## config.mk

```make
export PLATFORM = sky130hd
export DESIGN_NAME = pa_dtu_dbginfo_ctrl
export DESIGN_NICKNAME = d
export VERILOG_FILES = /design/src/rtl/pa_dtu_dbginfo_ctrl_pkg.sv /design/src/rtl/pa_dtu_dbginfo_ctrl.sv
export SDC_FILE = /design/constraint.sdc
export NUM_CORES = 1
export LEC_CHECK = 0
export ABC_CLOCK_PERIOD_IN_PS = 3900
export CORE_MARGIN = 2
export CORE_UTILIZATION = 33
export DETAILED_ROUTE_END_ITERATION = 12
export HOLD_SLACK_MARGIN = 0.08
export MAX_ROUTING_LAYER = met4
export PLACE_DENSITY = 0.77
export SETUP_SLACK_MARGIN = 0.5
export SLEW_MARGIN = 20
export SYNTH_ARGS = -nofsm -noshare
export SYNTH_HDL_FRONTEND = slang
export SYNTH_SLANG_ARGS = --single-unit
```

## constraint.sdc

```tcl
create_clock -name forever_cpuclk -period 3.9 [get_ports forever_cpuclk]
set_clock_uncertainty 0.15 [all_clocks]
set_input_delay 0.78 -clock forever_cpuclk [delete_from_list [all_inputs] [get_ports forever_cpuclk]]
set_output_delay 0.78 -clock forever_cpuclk [all_outputs]
set_load 0.02 [all_outputs]
```

## src/rtl/pa_dtu_dbginfo_ctrl_pkg.sv

```systemverilog
// Shared constants and types for the DTU debug-info capture/readout controller.
// CSR map, snapshot geometry, FSM encodings and the status CSR layout.
package pa_dtu_dbginfo_ctrl_pkg;

  localparam int          DBG_NUM_WORDS = 11;
  localparam int          DBG_PTR_W     = 4;

  localparam logic [11:0] DBG_ADDR_STAT = 12'hfe0;
  localparam logic [11:0] DBG_ADDR_DATA = 12'hfe1;
  localparam logic [11:0] DBG_ADDR_CTRL = 12'hfe2;

  localparam int          CTRL_CLR_BIT    = 0;
  localparam int          CTRL_REARM_BIT  = 1;
  localparam int          CTRL_CONT_BIT   = 2;
  localparam int          CTRL_CNTCLR_BIT = 3;

  localparam logic [1:0]  ST_IDLE = 2'd0;
  localparam logic [1:0]  ST_HELD = 2'd1;
  localparam logic [1:0]  ST_READ = 2'd2;

  // Field order here is the bit order software sees in the status CSR (MSB first).
  typedef struct packed {
    logic [14:0] pad;
    logic        cont;
    logic [7:0]  cap_cnt;
    logic [3:0]  ptr;
    logic        last_src;
    logic        rearm;
    logic        ovf;
    logic        valid;
  } dbg_status_t;

  function automatic logic [7:0] sat_inc8(input logic [7:0] v);
    return (v == 8'hff) ? v : v + 8'd1;
  endfunction

endpackage

```

## src/rtl/pa_dtu_dbginfo_ctrl.sv

```systemverilog
// Capture-and-readout controller for the DTU debug-info snapshot: arbitrates
// halt/breakpoint capture, freezes the snapshot, and sequences CSR readout.
module pa_dtu_dbginfo_ctrl
  import pa_dtu_dbginfo_ctrl_pkg::*;
#(
  parameter int          NUM_WORDS = DBG_NUM_WORDS,
  parameter int          PTR_W     = DBG_PTR_W,
  parameter logic [11:0] ADDR_STAT = DBG_ADDR_STAT,
  parameter logic [11:0] ADDR_DATA = DBG_ADDR_DATA,
  parameter logic [11:0] ADDR_CTRL = DBG_ADDR_CTRL
) (
  input  logic             forever_cpuclk,
  input  logic             cpurst_b,
  input  logic             dtu_rtu_async_halt_req,
  input  logic             had_dtu_bkpt_trig,
  input  logic             cp0_dtu_rreg,
  input  logic             cp0_dtu_wreg,
  input  logic [11:0]      cp0_dtu_addr,
  input  logic [31:0]      cp0_dtu_wdata,
  input  logic [27:0]      dbginfo_rd_word,
  output logic             dbginfo_cap_en,
  output logic [PTR_W-1:0] dbginfo_rd_ptr,
  output logic [31:0]      dbgfifo_regs_data
);

  localparam logic [PTR_W-1:0] LAST_PTR = PTR_W'(NUM_WORDS - 1);

  logic [1:0]       r_state;
  logic [PTR_W-1:0] r_ptr;
  logic             r_valid;
  logic             r_ovf;
  logic [7:0]       r_cap_cnt;
  logic             r_last_src;
  logic             r_rearm;
  logic             r_cont;

  logic             w_trig;
  logic             w_src;
  logic             w_wr_ctrl;
  logic             w_clr;
  logic             w_rd;
  logic             w_rd_data;
  logic             w_rd_stat;
  logic             w_wrap;
  logic             w_cap;
  logic             w_ovf_set;
  logic [1:0]       w_state_nxt;
  logic             w_valid_nxt;
  dbg_status_t      w_status;
  logic             w_unused_ok;

  assign w_trig    = dtu_rtu_async_halt_req | had_dtu_bkpt_trig;
  assign w_src     = ~dtu_rtu_async_halt_req;
  assign w_wr_ctrl = cp0_dtu_wreg & (cp0_dtu_addr == ADDR_CTRL);
  assign w_clr     = w_wr_ctrl & cp0_dtu_wdata[CTRL_CLR_BIT];
  // A write strobe masks any read strobe in the same cycle.
  assign w_rd      = cp0_dtu_rreg & ~cp0_dtu_wreg;
  assign w_rd_data = w_rd & (cp0_dtu_addr == ADDR_DATA);
  assign w_rd_stat = w_rd & (cp0_dtu_addr == ADDR_STAT);
  assign w_wrap    = (r_ptr == LAST_PTR);
  assign w_cap     = cpurst_b & w_trig & ((r_state == ST_IDLE) | r_cont) & ~w_clr;
  assign w_ovf_set = w_trig & ~r_cont & ~w_clr & (r_state != ST_IDLE);

  assign dbginfo_cap_en = w_cap;
  assign dbginfo_rd_ptr = r_ptr;
  assign w_unused_ok    = ^cp0_dtu_wdata[31:4];

  // Readout moves first, then a capture re-validates, and clr overrides both.
  always_comb begin
    w_state_nxt = r_state;
    w_valid_nxt = r_valid;
    if (w_rd_data) begin
      case (r_state)
        ST_IDLE: ;
        ST_HELD: w_state_nxt = ST_READ;
        ST_READ: begin
          if (w_wrap) begin
            if (r_rearm) begin
              w_state_nxt = ST_IDLE;
              w_valid_nxt = 1'b0;
            end else begin
              w_state_nxt = ST_HELD;
            end
          end
        end
        default: w_state_nxt = ST_IDLE;
      endcase
    end
    if (w_cap) begin
      w_valid_nxt = 1'b1;
      if (w_state_nxt == ST_IDLE) w_state_nxt = ST_HELD;
    end
    if (w_clr) begin
      w_state_nxt = ST_IDLE;
      w_valid_nxt = 1'b0;
    end
  end

  always_comb begin
    w_status          = '0;
    w_status.cont     = r_cont;
    w_status.cap_cnt  = r_cap_cnt;
    w_status.ptr      = 4'(r_ptr);
    w_status.last_src = r_last_src;
    w_status.rearm    = r_rearm;
    w_status.ovf      = r_ovf;
    w_status.valid    = r_valid;
    dbgfifo_regs_data = 32'h0;
    if (w_rd_stat)      dbgfifo_regs_data = w_status;
    else if (w_rd_data) dbgfifo_regs_data = {dbginfo_rd_word, 4'(r_ptr)};
  end

  always_ff @(posedge forever_cpuclk) begin
    if (!cpurst_b) begin
      r_state    <= ST_IDLE;
      r_ptr      <= '0;
      r_valid    <= 1'b0;
      r_ovf      <= 1'b0;
      r_cap_cnt  <= 8'h0;
      r_last_src <= 1'b0;
      r_rearm    <= 1'b0;
      r_cont     <= 1'b0;
    end else begin
      r_state <= w_state_nxt;
      r_valid <= w_valid_nxt;

      if (w_clr)          r_ptr <= '0;
      else if (w_rd_data) r_ptr <= w_wrap ? '0 : r_ptr + PTR_W'(1);

      if (w_clr)          r_ovf <= 1'b0;
      else if (w_ovf_set) r_ovf <= 1'b1;

      if (w_cap) r_last_src <= w_src;

      // Counter clear wins over a coincident capture increment.
      if (w_wr_ctrl && cp0_dtu_wdata[CTRL_CNTCLR_BIT]) r_cap_cnt <= 8'h0;
      else if (w_cap)                                   r_cap_cnt <= sat_inc8(r_cap_cnt);

      if (w_wr_ctrl) begin
        r_rearm <= cp0_dtu_wdata[CTRL_REARM_BIT];
        r_cont  <= cp0_dtu_wdata[CTRL_CONT_BIT];
      end
    end
  end

endmodule

```

==> results of run 1 <==
==> through the flow <==
| step | hold slack [ps] | setup TNS [ps] |
|---|---|---|
| floorplan | 287.5 | 0 |
| global placement | 306.9 | -3027 |
| detailed placement | 314.9 | -2992 |
| CTS | 332.0 | 0 |
| global route | 357.3 | 0 |
| finish | 327.0 | 0 |
==> final timing paths <==
kind	endpoint	depth (start not counted)	from
setup / recovery	dbgfifo_regs_data[5]	7	cp0_dtu_addr[10]
hold / removal	r_ovf$_SDFFE_PP0P_	2	r_ovf$_SDFFE_PP0P_
setup reg to reg	r_cap_cnt[6]$_SDFFE_PP0P_	5	r_cap_cnt[0]$_SDFFE_PP0P_
hold reg to reg	r_ovf$_SDFFE_PP0P_	2	r_ovf$_SDFFE_PP0P_
==> sequential cells by signal, indices dropped and copies added, names as in the netlist <==
| signal | cells |
|---|---|
| dbginfo_rd_ptr | 4 |
| r_cap_cnt | 8 |
| r_cont | 1 |
| r_last_src | 1 |
| r_ovf | 1 |
| r_rearm | 1 |
| r_state | 2 |
| r_valid | 1 |
==> cells in the final DEF, fill, tap and decap left out, drive strengths merged, types with 2 or more instances in the layout <==
| master | count |
|---|---|
| clkdlybuf4s15 | 4 |
| a31oi | 2 |
| o41ai | 3 |
| a21o | 2 |
| nand4b | 5 |
| clkbuf | 10 |
| dlygate4sd2 | 3 |
| or3 | 3 |
| dfxtp | 19 |
| clkdlybuf4s50 | 41 |
| nand4 | 5 |
| inv | 5 |
| a21oi | 15 |
| o31ai | 4 |
| or2 | 2 |
| and2 | 15 |
| nor2 | 9 |
| a22o | 16 |
| nand3 | 7 |
| buf | 51 |
| o21ai | 10 |
| nor4 | 4 |
| nand2 | 10 |
| or4 | 7 |
==> area by class of cell <==
cell class / instances / area, µm² / share of cell area, %
Tap cell: 52 / 65.06 / 2.727
Inverter: 5 / 18.77 / 0.7866
Sequential cell: 19 / 380.4 / 15.94
Multi-Input combinational cell: 134 / 972.2 / 40.74
Clock buffer: 4 / 45.04 / 1.888
Timing Repair Buffer: 106 / 904.6 / 37.91
==> repair_timing <==
action	CTS	global route
pin swaps	6	3
gates cloned	3	0
resized for setup	161	12
buffers inserted	4	1
endpoints found under the setup margin	33	32
==> per-layer routing <==
layer	wire length, µm	vias up	GRT usage, %
met3	409	11	3.319
met2	2009	90	30.61
li1	-	856	-
met5	0	-	-
met4	102	0	6.410
met1	1991	782	22.85
==> kinds of logic after synthesis <==
family                     Yosys count  share of synthesized area, %
adders and majority gates            1                        0.8627
muxes                                2                         1.467
DFF                                 19                         26.23
buffers and inverters               18                         7.937
and+or+nand+nor                     73                         34.17
AOI/OAI and AO/OA                   58                         29.34
==> report_power, final <==
group          switching (µW)  total, µW  internal, µW
clock network            65.3        138          72.7
logic                    35.3       91.7          56.3
registers                4.63        203           199
==> critical path: cells and delay by family <==
| kind | cells | cell delay, ps |
|---|---|---|
| AOI/OAI and AO/OA | 1 | 130 |
| buffers and inverters | 3 | 530 |
| and+or+nand+nor | 3 | 990 |
==> flow_metrics.py, run 1 <==
metrics = {
    "logic_synthesis": {
        "synth_top_cells_by_area": "dfxtp_1 26%, a22o_1 9.7%, and2_1 6.5%",
        "synth_cell_types": 47,
        "synth_edf_count": 0,
        "synthTopCellsByCount": "19 x dfxtp_1, 16 x a22o_1, 15 x a21oi_1, 15 x and2_1",
        "yosysMostFrequentCell": "dfxtp_1",
        "synthFlopType": "dfxtp_1",
        "synth.top_cell.area_share_pct": 26.23,
        "netlist_area_mm2": 0.001450,
        "yosys.area.top_type": "dfxtp_1",
        "async_flop_share_pct": 0,
        "seq_area_frac_synth_pct": 26.23,
        "ys_warn_count": 0,
        "synth-seq-cells": 19,
        "postSynthAreaPerCell_um2": 8.480,
        "postSynthCellCount": 171,
        "synth_nets": 250,
    },
    "drt": {
        "drc": 0,
        "firstDrtPassIters": 4,
        "num_vias": 1739,
        "ant_nets": 0,
        "routedWlPerCell_um": 14.10,
        "wl_mm": 4.512,
        "drt_iter0_drc": 112,
        "drt-vias-per-instance": 5.434,
    },
    "cells_and_area": {
        "design_area_mm2": 0.002386,
        "fin_nets": 348,
        "diodes": 0,
        "fin_util_pct": 55.57,
        "final.fill_count": 427,
        "drive_gt1_share_pct": 29.48,
        "finalNonFillerCells": 320,
        "synthToLayoutAreaGrowth_pct": 64.54,
    },
    "place": {
        "place_area_mm2": 0.002391,
        "io_buffers": 86,
        "dp_slack_ps": -199.7,
        "place_congestion": 0.8425,
        "dp_cells": 308,
        "hpwl_mm": 3.240,
    },
    "run": {
        "cap_violations": 0,
    },
    "global_route": {
        "grt_start_max_net_pins": 23,
        "grt_usage_pct": 18.60,
        "overflow": 0,
        "grt_pass1_wl_mm": 7.383,
        "grt_pass1_vias": 1577,
        "antenna_found_initial": 0,
    },
    "sta": {
        "maxSlewViolCount": 0,
        "finalHoldViolations": 0,
        "clock.fmax_ghz": 0.2988,
        "period_share_pct": 85.81,
        "slew_headroom_pct": 47.11,
        "tightest_slew_ps": 789.9,
        "setup_violations": 0,
        "rsz0062_at_grt": "yes",
        "fin_crit_ps": 3346,
        "fin_ws_ps": 553.5,
    },
    "power_and_ir_drop": {
        "power_density_mw_per_mm2": 181.5,
        "p_leak_uw": 0.0009815,
        "totalPowerFinal_uw": 433.0,
        "ir_drop_uv": 92.96,
    },
    "die": {
        "core_region_area_mm2": 0.004294,
        "rows": 24,
        "fp.dieH_um": 70.29,
        "die_w_um": 70.29,
        "initial_utilization_pct": 33.77,
        "io_pins": 115,
        "dieArea_mm2": 0.004941,
    },
    "worst_setup_path": {
        "cp_slowest_cell": "or4_4",
        "arrival_ps": 2420,
        "max_stage_delay_ps": 550,
        "worstPathRequired_ps": 2970,
        "critPathCaptureType": "output pin",
        "critPathLaunchType": "input port",
        "r2r_setup_slack_ps": 1810,
        "cp_common_cell": "buf_4",
        "critical_path_class": "in2out",
        "cp_max_fo": 4,
        "path_cells": "clkdlybuf4s15_2 -> nand4_2 -> or4_4 -> nor4b_4 -> buf_4 -> a22o_1 -> buf_4",
    },
    "clock_tree": {
        "cts_tree": "built",
        "cts.sinks": 19,
        "cts_max_level": 1,
        "worstSkewPairLatency_ps": 260,
        "clock_path_buffers": 2,
        "cts_buffers": 3,
        "cts_root_buffer": "clkbuf_8",
        "cts_hold_buffers": 0,
        "cts.clk_slew.worst_paths_ps": 70,
    },
    "status": {
        "outcome": "completed",
    },
    "hold_path": {
        "min_path_type": "reg2reg",
    },
}
Note: power is estimated with default switching activity, not from simulation.
==> inputs of run 2 (changes only) <==
- CORE_MARGIN: 2 -> not set
==> flow_metrics.py, run 2 (synthesis gave the netlist of run 1 again) <==
metrics = {
    "place": {
        "io_buffers": 86,
        "dp_cells": 305,
        "hpwl_mm": 3.165,
        "place_area_mm2": 0.002394,
        "place_congestion": 0.8986,
        "dp_slack_ps": -222.0,
    },
    "global_route": {
        "grt_pass1_vias": 1392,
        "grt_usage_pct": 19.76,
        "grt_start_max_net_pins": 23,
        "antenna_found_initial": 0,
        "grt_pass1_wl_mm": 6.651,
        "overflow": 0,
    },
    "clock_tree": {
        "cts.sinks": 19,
        "worstSkewPairLatency_ps": 260,
        "cts_root_buffer": "clkbuf_8",
        "cts.clk_slew.worst_paths_ps": 80,
        "clock_path_buffers": 2,
        "cts_hold_buffers": 0,
        "cts_buffers": 3,
        "cts_max_level": 1,
        "cts_tree": "built",
    },
    "drt": {
        "drc": 0,
        "drt-vias-per-instance": 5.374,
        "num_vias": 1709,
        "routedWlPerCell_um": 14.09,
        "wl_mm": 4.482,
        "ant_nets": 0,
        "firstDrtPassIters": 4,
        "drt_iter0_drc": 82,
    },
    "sta": {
        "period_share_pct": 85.29,
        "fin_crit_ps": 3326,
        "rsz0062_at_grt": "yes",
        "setup_violations": 0,
        "fin_ws_ps": 573.7,
        "tightest_slew_ps": 827.4,
        "maxSlewViolCount": 0,
        "slew_headroom_pct": 44.60,
        "finalHoldViolations": 0,
        "clock.fmax_ghz": 0.3006,
    },
    "cells_and_area": {
        "fin_util_pct": 60.99,
        "diodes": 0,
        "drive_gt1_share_pct": 24.25,
        "largest_register": "r_cap_cnt",
        "synthToLayoutAreaGrowth_pct": 73.08,
        "final_common_cell": "clkdlybuf4s50_1",
        "design_area_mm2": 0.002510,
        "layout_common_cells": "40 x clkdlybuf4s50_1, 19 x dfxtp_1, 18 x buf_4",
        "largest_register_ffs": 8,
        "fin_nets": 348,
        "finalNonFillerCells": 318,
    },
    "status": {
        "outcome": "completed",
    },
    "worst_setup_path": {
        "cp_common_cell": "buf_6",
        "r2r-start": "r_cap_cnt[0]$_SDFFE_PP0P_",
        "worstPathRequired_ps": 2970,
        "arrival_ps": 2400,
        "critPathCaptureType": "output pin",
        "critPathBufInv": 5,
        "critPathLaunchType": "input port",
        "path_cells": "buf_6 -> or2_1 -> or4_4 -> nor4b_4 -> buf_6 -> buf_12 -> buf_16 -> a22o_1 -> buf_6",
        "critical_path_class": "in2out",
        "max_stage_delay_ps": 450,
        "cp_slowest_cell": "or4_4",
        "path_delay_family": "simple AND/OR/NAND/NOR gates",
        "critPathLaunch": "cp0_dtu_addr[2]",
        "cp_max_fo": 8,
    },
    "die": {
        "dieArea_mm2": 0.004664,
        "core_region_area_mm2": 0.004115,
        "rows": 23,
        "fp.dieH_um": 68.29,
        "initial_utilization_pct": 35.24,
        "io_pins": 115,
        "die_w_um": 68.29,
    },
    "run": {
        "cap_violations": 0,
    },
    "hold_path": {
        "min_path_type": "reg2reg",
        "min_from": "r_last_src$_SDFFE_PN0P_",
    },
    "power_and_ir_drop": {
        "power_density_mw_per_mm2": 174.7,
        "p_leak_uw": 0.001011,
        "ir_drop_uv": 108.3,
    },
}
-- run 2: cell types whose count changed in the layout (fill, tap and decap cells not counted), moves of 2 or more --
cell             delta
clkdlybuf4s15_2     -4
buf_12              +2
clkbuf_2            -6
buf_4               -8
buf_2               -7
clkdlybuf4s15_1    +15
buf_6               +7
dlymetal6s2s_1      +2
-- run 2: what timing repair did --
action                     4_1_cts  5_1_grt
cloned                           2        1
resized for setup              138       24
buffers inserted                 4        2
setup endpoints to repair       33       30
pin swaps                        7        4
-- run 2: area by class of cell --
class,instances,area (µm²)
well taps,50,62.56
fillers,401,1605
inverters,5,18.77
flip-flops and latches,19,380.4
clock buffers,3,41.29
clock inverters,1,5.005
repair buffers,106,1030
multi-input cells,134,972.2
-- run 2: layer usage --
| metal | global-route usage, % | vias up | part of all wire [%] |
|---|---|---|---|
| li1 | - | 854 | - |
| met1 | 25.30 | 770 | 42 |
| met2 | 30.88 | 80 | 47 |
| met3 | 3.500 | 5 | 9.7 |
| met4 | 7.031 | 0 | 1.3 |
| met5 | - | - | 0 |
-- run 2: power breakdown --
group	switching (µW)	internal, µW
clock	69.8	71.2
sequential	5.21	199
combinational	35.9	57.7
-- run 2: path summary, 6_finish.rpt --
kind                                     to  slack (ps)  cells after the start
setup / recovery      dbgfifo_regs_data[16]         570                      9
hold / removal      r_last_src$_SDFFE_PN0P_         330                      2
setup reg to reg  r_cap_cnt[6]$_SDFFE_PP0P_        1720                      5
hold reg to reg     r_last_src$_SDFFE_PN0P_         330                      2
-- run 2: worst register-to-register path: cells and delay by family (launching register included) --
kind | cells | cell delay, ps
AND/OR/NAND/NOR | 2 | 220
adder cells (fa/ha/maj) | 1 | 270
multiplexers | 1 | 300
flip-flops | 1 | 450
AO/OA/AOI/OAI | 1 | 690
-- run 2: per-stage QoR --
step	setup TNS, ps	power (µW)	hold WS, ps
2_1_floorplan	0	241.2	287.5
3_3_place_gp	-2961	302.1	309.8
3_5_place_dp	-3355	304.3	317.2
4_1_cts	0	439.1	331.6
5_1_grt	0	462.3	362.7
6_report	0	438.6	331.0
